===== src/rtl/majority_gate_bist.sv =====
// Self-test engine for an N-input majority gate.
// It drives every N-bit vector onto X and works out the expected majority
// by shifting the vector out one bit at a time and counting the ones.
// It compares the gate output Y with that value and keeps an error count,
// the first failing vector and a pass/fail verdict for the whole sweep.
module majority_gate_bist #(
   parameter int N     = 8,
   parameter int ERR_W = 16
) (
   input  logic             clk,
   input  logic             rst,
   input  logic             start,
   output logic [N-1:0]     X,
   input  logic             Y,
   output logic             busy,
   output logic             done,
   output logic             pass,
   output logic [ERR_W-1:0] err_count,
   output logic             fail_seen,
   output logic [N-1:0]     first_fail
);

   localparam int CW = $clog2(N + 1);

   typedef enum logic [2:0] {
      S_IDLE,
      S_APPLY,
      S_COUNT,
      S_CHECK,
      S_DONE
   } state_t;

   state_t           r_state;
   state_t           w_next;

   logic [N-1:0]     r_vec;
   logic [N-1:0]     r_sh;
   logic [N-1:0]     r_first;
   logic [CW-1:0]    r_ones;
   logic [CW-1:0]    r_bitcnt;
   logic [ERR_W-1:0] r_err;
   logic             r_fail_seen;

   logic [CW:0]      w_twice_ones;
   logic             w_exp;
   logic             w_mismatch;
   logic             w_last_bit;
   logic             w_last_vec;
   logic             w_accept;

   // A tie on even N gives exp=0, so the comparison must be strictly greater.
   assign w_twice_ones = {r_ones, 1'b0};
   assign w_exp        = (w_twice_ones > (CW + 1)'(N));
   assign w_mismatch   = (Y != w_exp);
   assign w_last_bit   = (r_bitcnt == CW'(N - 1));
   assign w_last_vec   = (r_vec == '1);

   assign X          = r_vec;
   assign err_count  = r_err;
   assign fail_seen  = r_fail_seen;
   assign first_fail = r_first;

   // State register.
   always_ff @(posedge clk or posedge rst) begin
      if (rst) begin
         r_state <= S_IDLE;
      end else begin
         r_state <= w_next;
      end
   end

   // Next state and status outputs. start is only accepted in IDLE or DONE.
   always_comb begin
      w_next   = r_state;
      busy     = 1'b0;
      done     = 1'b0;
      w_accept = 1'b0;
      unique case (r_state)
         S_IDLE: begin
            if (start) begin
               w_accept = 1'b1;
               w_next   = S_APPLY;
            end
         end
         S_APPLY: begin
            busy   = 1'b1;
            w_next = S_COUNT;
         end
         S_COUNT: begin
            busy = 1'b1;
            if (w_last_bit) begin
               w_next = S_CHECK;
            end
         end
         S_CHECK: begin
            busy   = 1'b1;
            w_next = w_last_vec ? S_DONE : S_APPLY;
         end
         S_DONE: begin
            done = 1'b1;
            if (start) begin
               w_accept = 1'b1;
               w_next   = S_APPLY;
            end
         end
         default: begin
            w_next = S_IDLE;
         end
      endcase
   end

   // pass is only meaningful while done is high; it drops with done on restart.
   assign pass = done && (r_err == '0);

   // Vector, serial popcount and result registers.
   always_ff @(posedge clk or posedge rst) begin
      if (rst) begin
         r_vec       <= '0;
         r_sh        <= '0;
         r_ones      <= '0;
         r_bitcnt    <= '0;
         r_err       <= '0;
         r_fail_seen <= 1'b0;
         r_first     <= '0;
      end else begin
         unique case (r_state)
            S_IDLE, S_DONE: begin
               if (w_accept) begin
                  r_vec       <= '0;
                  r_err       <= '0;
                  r_fail_seen <= 1'b0;
                  r_first     <= '0;
               end
            end
            S_APPLY: begin
               r_sh     <= r_vec;
               r_ones   <= '0;
               r_bitcnt <= '0;
            end
            S_COUNT: begin
               r_ones   <= r_ones + CW'(r_sh[0]);
               r_sh     <= r_sh >> 1;
               r_bitcnt <= r_bitcnt + CW'(1);
            end
            S_CHECK: begin
               if (w_mismatch) begin
                  if (r_err != '1) begin
                     r_err <= r_err + ERR_W'(1);
                  end
                  if (!r_fail_seen) begin
                     r_fail_seen <= 1'b1;
                     r_first     <= r_vec;
                  end
               end
               // The all-ones vector is the last one, so vec never wraps;
               // X is cleared as the sweep enters DONE.
               if (w_last_vec) begin
                  r_vec <= '0;
               end else begin
                  r_vec <= r_vec + N'(1);
               end
            end
            default: begin
               r_vec <= r_vec;
            end
         endcase
      end
   end

endmodule


===== config.mk =====
export PLATFORM = sky130hd
export DESIGN_NAME = majority_gate_bist
export DESIGN_NICKNAME = d
export VERILOG_FILES = /design/src/rtl/majority_gate_bist.sv
export SDC_FILE = /design/constraint.sdc
export NUM_CORES = 1
export LEC_CHECK = 0
export BUFFER_PORTS_ARGS = -buffer_cell sky130_fd_sc_hd__buf_2
export CORE_MARGIN = 2
export CORE_UTILIZATION = 50
export CTS_CLUSTER_DIAMETER = 200
export DETAILED_ROUTE_END_ITERATION = 16
export MAX_ROUTING_LAYER = met4
export PLACE_DENSITY_LB_ADDON = 0.05
export SKIP_CTS_REPAIR_TIMING = 1
export SLEW_MARGIN = 20
export SYNTH_ARGS = -nofsm -noshare
export SYNTH_HDL_FRONTEND = slang
export SYNTH_SLANG_ARGS = --single-unit

===== constraint.sdc =====
create_clock -name clk -period 2.25 [get_ports clk]
set_input_delay 0.3375 -clock clk [delete_from_list [all_inputs] [get_ports clk]]
set_output_delay 0.3375 -clock clk [all_outputs]
set_load 0.05 [all_outputs]

* Word-level counts from Yosys, hierarchy flattened *
Cells that the tools add are included.
W data, S select, Z words.

cells by class
  $add $sub $neg = 4
  magnitude comparators = 1
  equal/unequal tests = 14
  multiplexer cells = 24
  reductions and logical operators = 12

operator list
  kind                     number
  $mux W16                 3
  $pmux W8 S2              3
  $mux W8                  4
  $pmux W16 S2             1
  $add A16 B1 Y16 const B  1
  $logic_not A16 Y1        1
  $ne A16 B16 Y1 const B   1
  $pmux W4 S2              2
  $pmux W3 S4              1
  $mux W3                  3
  $add A8 B1 Y8 const B    1
  $eq A8 B8 Y1 const B     1
  $ne A2 B2 Y1 const B     4
  $reduce_and A4 Y1        2
  $eq A3 B2 Y1 const B     2
  $mux W1                  6
  $gt A5 B4 Y1 const B     1
  $add A4 B1 Y4            1
  $add A4 B1 Y4 const B    1
  $eq A4 B3 Y1 const B     1
  $ne A2 B1 Y1 const B     2
  $reduce_and A2 Y1        2
  $reduce_bool A2 Y1       2
  $eq A3 B1 Y1 const B     1
  8 further kinds          8

storage, ports and cells
  register bits after elaboration = 52
  bits of input ports = 4
  output and inout port bits = 36
  word-level logic and storage cells = 63

* Depth between registers and ports, before layout *
Gate-level depths: netlist of the first run.

  word-level depth = 5
  depth in mapped cells = 8
  depth with buffers taken out = 6

* Worst setup path after synthesis of the first run *
OpenSTA, ideal clock, no wires.

  kind = register to output
  start = register r_err[7], in the netlist err_count[7]
  end = output port pass
  data arrival time = 2.712 ns
  data required time = 1.913 ns
  slack = -0.799 ns
  stages on the path, launching flop included = 3
  buffers on the path = 0
  path through = dfrtp_1 or4_1 nor4_1

between the ends
  cells in the longest elaborated chain, start to end = 2

ends and longest elaborated chain
  item                      line  source
  start: declaration        41    logic [ERR_W-1:0] r_err;
  start signal: assignment  148   r_err <= r_err + ERR_W'(1);
  $logic_not A16 Y1         113   assign pass = done && (r_err == '0);
  $logic_and A1 B1 Y1       113
  end: declaration          17    output logic pass,

Every way passes these cells.

* Worst setup path after layout of the first run *
  start = register r_err[6], in the netlist err_count[6]
  end = output port pass

The elaborated chain is that of the path after synthesis.

==> impl_metrics.tcl, run 1 <==
set metrics [dict create \
    clk_transition_reported_paths_ns 0.11 \
    worstSetupStartpoint "err_count[6]$_DFFE_PP0P_" \
    hpwl_microns 4840 \
    clkLatencyLatePin_ns 0.32 \
    first_global_vias 2405 \
    synth.yosys.warnings 0 \
    route.detailed.drc 0 \
    htreeDepth 2 \
    critical_path_arrival_ns 1.83 \
    post_synth_instance_area_sq_um 2830 \
    numClockSinks 52 \
    critical_path_required_ns 1.91 \
    synth_flop_cell "sky130_fd_sc_hd__dfrtp_1" \
    fin_worst_hold_slack_ns 0.0407 \
    synthesis.area_per_instance_sq_um 8.91 \
    vdd_ir_drop_max_mv 0.554 \
    grt_first_pass_wirelength_microns 11600 \
    rsz0062_at_grt "false" \
    final-instance-count-excl-fill 430 \
    criticalPathCategory "reg -> out" \
    die_x_microns 79.3 \
    global_route.peak_usage_layer "met2" \
    layout-drive-gt1-share_pct 22.1 \
    setup_tns_ns 0 \
    globalRouteMet3Util_pct 3.86 \
    worstHoldPathType "in -> async" \
    route.antenna.remaining_nets 0 \
    routed_wire_length_per_instance_microns 15.9 \
    synth_top_cell_area_share_pct 45.9 \
    insertedDiodeCount 0 \
    grt_remaining_overflow 0 \
    power_density_of_the_placed_cells_nw_per_um2 1120 \
    placement.cell_area_sq_um 3140 \
    preCtsSetupSlack_ns 0.352 \
    clockRootBuffer "sky130_fd_sc_hd__clkbuf_8" \
    drv_slew 0 \
    timing.final.setup_violations 0 \
    cts_buffers 5 \
    clock-skew-final_ns 0.0171 \
    post-route-period-util_pct 96.1 \
    synth_top_cell_by_area "sky130_fd_sc_hd__dfrtp_1" \
    io_buffers 39 \
    synth.top_cells.by_area "sky130_fd_sc_hd__dfrtp_1 46%, sky130_fd_sc_hd__nand2_1 7.2%, sky130_fd_sc_hd__o21ai_0 5.7%, sky130_fd_sc_hd__o21ai_1 3.7%, sky130_fd_sc_hd__nand4_1 3.5%" \
    layout.nets 367 \
    finalWirelength_microns 6840 \
    worst_r2r_startpoint "r_ones[3]$_DFFE_PP0P_" \
    floorplan.initialDensity_pct 51.8 \
    grt_max_degree 31 \
    global_route.usage.met2_pct 37.5 \
    dp.cells 422 \
    max_freq_mhz 462 \
    finalInstanceArea_sq_um 3240 \
    final_core_utilization_pct 59.2 \
    min_period_ns 2.16 \
    grtUsageMet1_pct 32.6 \
    synth-async-reset-ratio_pct 100 \
    timing_worst_slew_pin_value_ns 0.517 \
    leakage_nw 1.49 \
    critical_path.startpoint_type "register" \
    route.detailed.vias_per_inst 5.95 \
    design.die.area_sq_um 6280 \
    run_status "completed" \
    layout.cells.most_common "sky130_fd_sc_hd__nand2_1" \
    synth_fp_nets 328 \
    coreArea_sq_um 5470 \
    worst_setup_path_end_kind "output pin" \
    timing.slew.headroom_pct 65.5 \
    antenna_found_initial 0 \
    synth-seq-cells 52 \
    max-cap-violations 0 \
    worstPathMaxFanout 7 \
    grt_use_total_pct 24.0 \
    io_pins 40 \
    fin_total_pwr_mw 3.62 \
    ys_seq_area_share_pct 45.9 \
    synthDistinctLibCells 52 \
    routed-via-count 2559 \
    cts_tree "built" \
    syn-instance-count 318 \
    hold_viol_final 0 \
    clockBufferDepth 2 \
    number_of_drc_markers_in_iteration_0 167 \
    synth-edff-count 0 \
    num_rows 27 \
    drt-pass1-iter-count 4 \
    floorplan.die.height_microns 79.3 \
    final_cell_mix "54 x sky130_fd_sc_hd__nand2_1, 51 x sky130_fd_sc_hd__dfrtp_1, 38 x sky130_fd_sc_hd__buf_2" \
    flow.area_growth_from_synthesis_pct 14.4 \
    worst_slack_ns 0.0870 \
    gpl.final_weighted_congestion 0.825 \
]
==> synth_stat cells, types with 2 or more instances <==
master	n
sky130_fd_sc_hd__dfrtp_1	52
sky130_fd_sc_hd__buf_6	3
sky130_fd_sc_hd__clkbuf_1	9
sky130_fd_sc_hd__o31ai_1	2
sky130_fd_sc_hd__nand2_1	54
sky130_fd_sc_hd__o21ai_0	32
sky130_fd_sc_hd__nor4_1	2
sky130_fd_sc_hd__inv_1	11
sky130_fd_sc_hd__o21ai_1	21
sky130_fd_sc_hd__a31oi_1	7
sky130_fd_sc_hd__nand3_1	10
sky130_fd_sc_hd__a22oi_1	11
sky130_fd_sc_hd__a21o_1	2
sky130_fd_sc_hd__a41oi_1	4
sky130_fd_sc_hd__nand4_1	16
sky130_fd_sc_hd__nor2_1	15
sky130_fd_sc_hd__and3_1	4
sky130_fd_sc_hd__o22ai_1	4
sky130_fd_sc_hd__buf_2	7
sky130_fd_sc_hd__ha_1	6
sky130_fd_sc_hd__a21oi_1	15
==> state kept, by name, summed over array words and instances (netlist names) <==
| name | flops |
|---|---|
| X | 8 |
| r_sh | 8 |
| r_state | 3 |
| fail_seen | 1 |
| r_bitcnt | 4 |
| r_ones | 4 |
| err_count | 16 |
| first_fail | 8 |
==> routing by layer <==
metal | part of all wire (%) | vias up | wire [microns]
li1 | - | 1242 | -
met2 | 48 | 74 | 3290
met1 | 46 | 1235 | 3150
met5 | 0 | - | 0
met4 | 1.1 | 0 | 78
met3 | 4.6 | 8 | 317
==> cell type report <==
type	count	area, sq um
Fill cell	522	2230
Multi-Input combinational cell	235	1400
Sequential cell	52	1300
Timing Repair Buffer	52	312
Tap cell	72	90.1
Clock buffer	5	68.8
Inverter	11	41.3
Clock inverter	3	26.3
==> kinds of logic (layout without fill, tap and decap cells) <==
| logic type | Yosys count | after routing | share of synthesized area [%] |
|---|---|---|---|
| adders and majority gates | 6 | 6 | 2.65 |
| DFF | 52 | 52 | 45.9 |
| muxes | 1 | 1 | 0.353 |
| AOI/OAI and AO/OA | 110 | 110 | 24.7 |
| buffers and inverters | 31 | 71 | 5.21 |
| and+or+nand+nor | 116 | 116 | 20.5 |
| xor gates and xnor gates | 2 | 2 | 0.618 |
==> report_power, final <==
part | switching, mW | leakage (nW) | total, mW | internal (mW)
Sequential | 0.237 | 0.706 | 1.38 | 1.14
Clock | 0.343 | 0.0423 | 0.570 | 0.227
Combinational | 1.19 | 0.742 | 1.67 | 0.476
Total | 1.77 | 1.49 | 3.62 | 1.85
==> worst max-delay path: stages (launching register included) <==
cell,delay [ns]
sky130_fd_sc_hd__dfrtp_1,0.45
sky130_fd_sc_hd__or4_1,0.59
sky130_fd_sc_hd__nor4_4,0.28
sky130_fd_sc_hd__buf_6,0.19
==> path summary, 6_finish.rpt <==
| check | slack [ns] | endpoint | cells past startpoint |
|---|---|---|---|
| setup / recovery | 0.09 | pass | 3 |
| hold / removal | 0.04 | X[5]$_DFFE_PP0P_ | 2 |
| setup reg to reg | 0.37 | err_count[11]$_DFFE_PP0P_ | 6 |
| hold reg to reg | 0.50 | r_sh[1]$_DFFE_PP0P_ | 2 |
| max in group asynchronous | 1.66 | r_bitcnt[3]$_DFFE_PP0P_ | 3 |
| min in group clk | 0.26 | err_count[15]$_DFFE_PP0P_ | 2 |
(Power assumes the default switching activity.)
==> run 2, diff against run 1 <==
==> constraint.sdc (replaced) <==
create_clock -name clk -period 2.3 [get_ports clk]
set_input_delay 0.345 -clock clk [delete_from_list [all_inputs] [get_ports clk]]
set_output_delay 0.345 -clock clk [all_outputs]
set_load 0.05 [all_outputs]
==> run 2 against run 1 <==
Effect of this change:
- routed wire length is 0.61% higher
- total power up 1.5%
- global-route usage is 0.13 points higher
- via count shrank 2.0%
- worst hold slack improved by 0.016 ns
==> impl_metrics.tcl, run 2 (synthesis gave the netlist of run 1 again) <==
set metrics [dict create \
    number_of_drc_markers_in_iteration_0 168 \
    clk_transition_reported_paths_ns 0.10 \
    timing_worst_slew_pin_value_ns 0.524 \
    rsz0062_at_grt "false" \
    route.antenna.remaining_nets 0 \
    timing.slew.headroom_pct 65.0 \
    route.detailed.vias_per_inst 5.79 \
    first_global_vias 2394 \
    io_pins 40 \
    drt-pass1-iter-count 5 \
    largest_register_ffs 16 \
    grt_use_total_pct 24.1 \
    grt_first_pass_wirelength_microns 11700 \
    post-route-period-util_pct 96.1 \
    leakage_nw 1.52 \
    clockBufferDepth 2 \
    nFillCells 508 \
    num_rows 27 \
    clockRootBuffer "sky130_fd_sc_hd__clkbuf_8" \
    gpl.final_weighted_congestion 0.803 \
    cts_tree "built" \
    critical_path.startpoint_type "register" \
    crit_path_cell_trace "or4_1 -> nor4_4 -> buf_4" \
    grt_remaining_overflow 0 \
    antenna_found_initial 0 \
    layout-drive-gt1-share_pct 22.4 \
    setup_tns_ns 0 \
    finalWirelength_microns 6880 \
    max_stage_delay_ns 0.60 \
    min_period_ns 2.21 \
    critical_path.n_buffers_inverters 1 \
    drv_slew 0 \
    routed_wire_length_per_instance_microns 15.9 \
    critical_path_required_ns 1.96 \
    critical_path.top_delay_family "simple AND/OR/NAND/NOR gates" \
    grt_max_degree 31 \
    hpwl_microns 4880 \
    coreArea_sq_um 5470 \
    htreeDepth 2 \
    design.die.area_sq_um 6280 \
    worstPathMaxFanout 7 \
    floorplan.initialDensity_pct 51.8 \
    numClockSinks 52 \
    insertedDiodeCount 0 \
    clkLatencyLatePin_ns 0.31 \
    route.detailed.drc 0 \
    worst_setup_path_end_kind "output pin" \
    finalInstanceArea_sq_um 3280 \
    die_x_microns 79.3 \
    clock-skew-final_ns 0.0124 \
    layout.cells.most_common "sky130_fd_sc_hd__nand2_1" \
    cpMaxStageDelayCell "sky130_fd_sc_hd__or4_1" \
    power_density_of_the_placed_cells_nw_per_um2 1120 \
    run_status "completed" \
    io_buffers 39 \
    hold_viol_final 0 \
    cts_buffers 5 \
    timing.final.setup_violations 0 \
    max_freq_mhz 453 \
    final_cell_mix "54 x sky130_fd_sc_hd__nand2_1, 52 x sky130_fd_sc_hd__dfrtp_1, 38 x sky130_fd_sc_hd__buf_2" \
    flow.area_growth_from_synthesis_pct 15.7 \
    max-cap-violations 0 \
    worstHoldPathType "in -> async" \
    layout.nets 370 \
    criticalPathCategory "reg -> out" \
    floorplan.die.height_microns 79.3 \
    routed-via-count 2509 \
    critical_path_arrival_ns 1.86 \
    placement.cell_area_sq_um 3160 \
    final_core_utilization_pct 59.9 \
    vdd_ir_drop_max_mv 0.446 \
]
[run 2: final timing paths]
kind,endpoint,depth (start not counted),slack [ns],from
max in group asynchronous,X[1]$_DFFE_PP0P_,3,1.70,rst
min reg2reg,r_sh[1]$_DFFE_PP0P_,2,0.49,r_sh[1]$_DFFE_PP0P_
min in group clk,err_count[15]$_DFFE_PP0P_,2,0.26,start
max reg2reg,err_count[11]$_DFFE_PP0P_,6,0.40,r_ones[3]$_DFFE_PP0P_
max,pass,3,0.09,err_count[6]$_DFFE_PP0P_
min,err_count[11]$_DFFE_PP0P_,2,0.06,rst
[run 2: cell type report]
type / count / area (sq um) / area share, %
inverter: 11 / 41.3 / 1.26
clock inverter: 3 / 46.3 / 1.41
clock buffer: 5 / 68.8 / 2.10
sequential: 52 / 1300 / 39.7
tap: 72 / 90.1 / 2.75
multi-input combinational: 235 / 1400 / 42.7
timing repair buffer: 55 / 330 / 10.1
[run 2: where the power goes]
part | total (mW) | switching [mW] | internal [mW]
Combinational | 1.67 | 1.17 | 0.496
Clock | 0.652 | 0.322 | 0.330
Sequential | 1.35 | 0.236 | 1.12
[run 2: metal layers]
metal / GRT usage, % / wire length (microns) / vias up
met5: - / 0 / -
met1: 34.1 / 3250 / 1204
met2: 37.4 / 3260 / 52
met4: 4.66 / 57 / 0
li1: - / - / 1247
met3: 3.75 / 312 / 6
[run 2: through the flow]
step | setup WS (ns) | hold WS (ns) | std cells | power (mW)
finish | 0.0907 | 0.0570 | 433 | 3.67
global route | 0.0259 | 0.0917 | 433 | 3.95
CTS | 0.0167 | 0.0677 | 433 | 3.70
detailed placement | 0.379 | 0.413 | 425 | 3.04
global placement | 0.399 | 0.410 | 425 | 3.01
floorplan | 0.0689 | 0.429 | 318 | 2.56
==> run 3, diff against run 2 <==
--- a/config.mk
+++ b/config.mk
@@ -7,7 +7,7 @@
 export LEC_CHECK = 0
 export BUFFER_PORTS_ARGS = -buffer_cell sky130_fd_sc_hd__buf_2
 export CORE_MARGIN = 2
-export CORE_UTILIZATION = 50
+export CORE_UTILIZATION = 25
 export CTS_CLUSTER_DIAMETER = 200
 export DETAILED_ROUTE_END_ITERATION = 16
 export MAX_ROUTING_LAYER = met4
==> run 3 against run 2 <==
Effect of this change:
- cell count grew 16%
- die area up 94%
- fmax increased by 1.1%
- worst hold slack improved by 0.038 ns
- critical path depth did not move
- sequential power hardly changed
- register-to-register slack lost 0.02 ns
- non-clock buffer count increased by 2
- sequential share of layout area shrank 2.0 points
==> impl_metrics.tcl, run 3 (synthesis gave the netlist of run 1 again) <==
set metrics [dict create \
    drv_slew 0 \
    timing.slew.headroom_pct 63.0 \
    dp.cells 495 \
    critical_path_cell_count 3 \
    final-instance-count-excl-fill 502 \
    post-route-period-util_pct 95.0 \
    die_x_microns 110 \
    routed_wire_length_per_instance_microns 16.5 \
    setup_tns_ns 0 \
    route.antenna.remaining_nets 0 \
    floorplan.die.height_microns 110 \
    antenna_found_initial 0 \
    hold_viol_final 0 \
    timing_worst_slew_pin_value_ns 0.553 \
    power_density_of_the_placed_cells_nw_per_um2 1170 \
    vdd_ir_drop_max_mv 0.381 \
    cpMaxStageDelayCell "sky130_fd_sc_hd__or4_1" \
    io_pins 40 \
    rsz0062_at_grt "false" \
    crit_path_cell_trace "or4_1 -> nor4_4 -> buf_4" \
    worstHoldPathType "in -> async" \
    num_rows 38 \
    reg2regPathDepth 6 \
    total_area_of_multi_input_combinational_cells_sq_um 1400 \
    run_status "completed" \
    grt_use_total_pct 14.3 \
    globalRouteMet3Util_pct 2.31 \
    max_freq_mhz 458 \
    largest_register_ffs 16 \
    route.detailed.vias_per_inst 5.08 \
    routed-via-count 2550 \
    timing.final.setup_violations 0 \
    gpl.final_weighted_congestion 0.742 \
    criticalPathCategory "reg -> out" \
    clockBufferDepth 2 \
    route.detailed.drc 0 \
    layout.nets 372 \
    finalWirelength_microns 8310 \
    critical_path_required_ns 1.96 \
    grt_max_degree 30 \
    drt-pass1-iter-count 4 \
    cts_buffers 5 \
    coreArea_sq_um 10900 \
    cts_tree "built" \
    final-seq-area_sq_um 1300 \
    worst_setup_path_end_kind "output pin" \
    global_route.peak_usage_layer "met2" \
    floorplan.initialDensity_pct 25.9 \
    max_stage_delay_ns 0.59 \
    number_of_drc_markers_in_iteration_0 129 \
    worstPathMaxFanout 7 \
    final_cell_mix "54 x sky130_fd_sc_hd__nand2_1, 52 x sky130_fd_sc_hd__dfrtp_1, 38 x sky130_fd_sc_hd__buf_2" \
    grt_remaining_overflow 0 \
    design.die.area_sq_um 12200 \
    flow.area_growth_from_synthesis_pct 21.7 \
    numClockSinks 52 \
    layout.cells.most_common "sky130_fd_sc_hd__nand2_1" \
    grtUsageMet1_pct 20.6 \
    critical_path.n_buffers_inverters 1 \
    critical_path_arrival_ns 1.84 \
    finalInstanceArea_sq_um 3450 \
    preCtsSetupSlack_ns 0.355 \
    hpwl_microns 5820 \
    placement.cell_area_sq_um 3260 \
    fin_total_pwr_mw 4.05 \
    clock-skew-final_ns 0.00630 \
    min_period_ns 2.19 \
    layout-drive-gt1-share_pct 22.7 \
    first_global_vias 2503 \
    clkLatencyLatePin_ns 0.30 \
    clk_transition_reported_paths_ns 0.07 \
    critical_path.top_delay_family "simple AND/OR/NAND/NOR gates" \
    htreeDepth 2 \
    clockRootBuffer "sky130_fd_sc_hd__clkbuf_16" \
    io_buffers 39 \
    grt_first_pass_wirelength_microns 13800 \
    nFillCells 1199 \
    insertedDiodeCount 0 \
    critical_path.startpoint_type "register" \
    worst_slack_ns 0.115 \
    global_route.usage.met2_pct 21.0 \
    leakage_nw 1.56 \
    max-cap-violations 0 \
]
-- run 3: area by class of cell --
cell class,instances,area share [%]
clock inverters,2,1.74
repair buffers,57,10.0
inverters,11,1.20
well taps,140,5.08
flip-flops and latches,52,37.7
multi-input cells,235,40.6
clock buffers,5,3.63
-- run 3: stage by stage --
| stage | hold WS, ns | util, % |
|---|---|---|
| after floorplan | 0.429 | - |
| after global placement | 0.451 | 29.8 |
| after detailed placement | 0.435 | 29.8 |
| after CTS | 0.122 | 31.5 |
| after global routing | 0.151 | 31.5 |
| final | 0.0946 | 31.5 |
-- run 3: final timing paths --
check	endpoint	slack, ns	startpoint
max	pass	0.11	err_count[6]$_DFFE_PP0P_
max reg2reg	err_count[11]$_DFFE_PP0P_	0.38	r_ones[3]$_DFFE_PP0P_
min in group clk	err_count[15]$_DFFE_PP0P_	0.30	start
max in group asynchronous	r_state[2]$_DFFE_PP0P_	1.65	rst
min reg2reg	r_sh[4]$_DFFE_PP0P_	0.49	r_sh[4]$_DFFE_PP0P_
min	r_bitcnt[3]$_DFFE_PP0P_	0.09	rst
-- run 3: power breakdown --
group          switching, mW  internal [mW]  leakage [nW]
logic                   1.21          0.496         0.766
registers              0.246           1.12         0.708
clock network          0.353          0.618        0.0899
total                   1.81           2.23          1.56
-- run 3: routing by layer --
layer | vias to the layer above | routed length, microns
met1 | 1255 | 4150
met2 | 44 | 3800
met4 | 0 | 93
li1 | 1245 | -
met3 | 6 | 259
met5 | - | 0
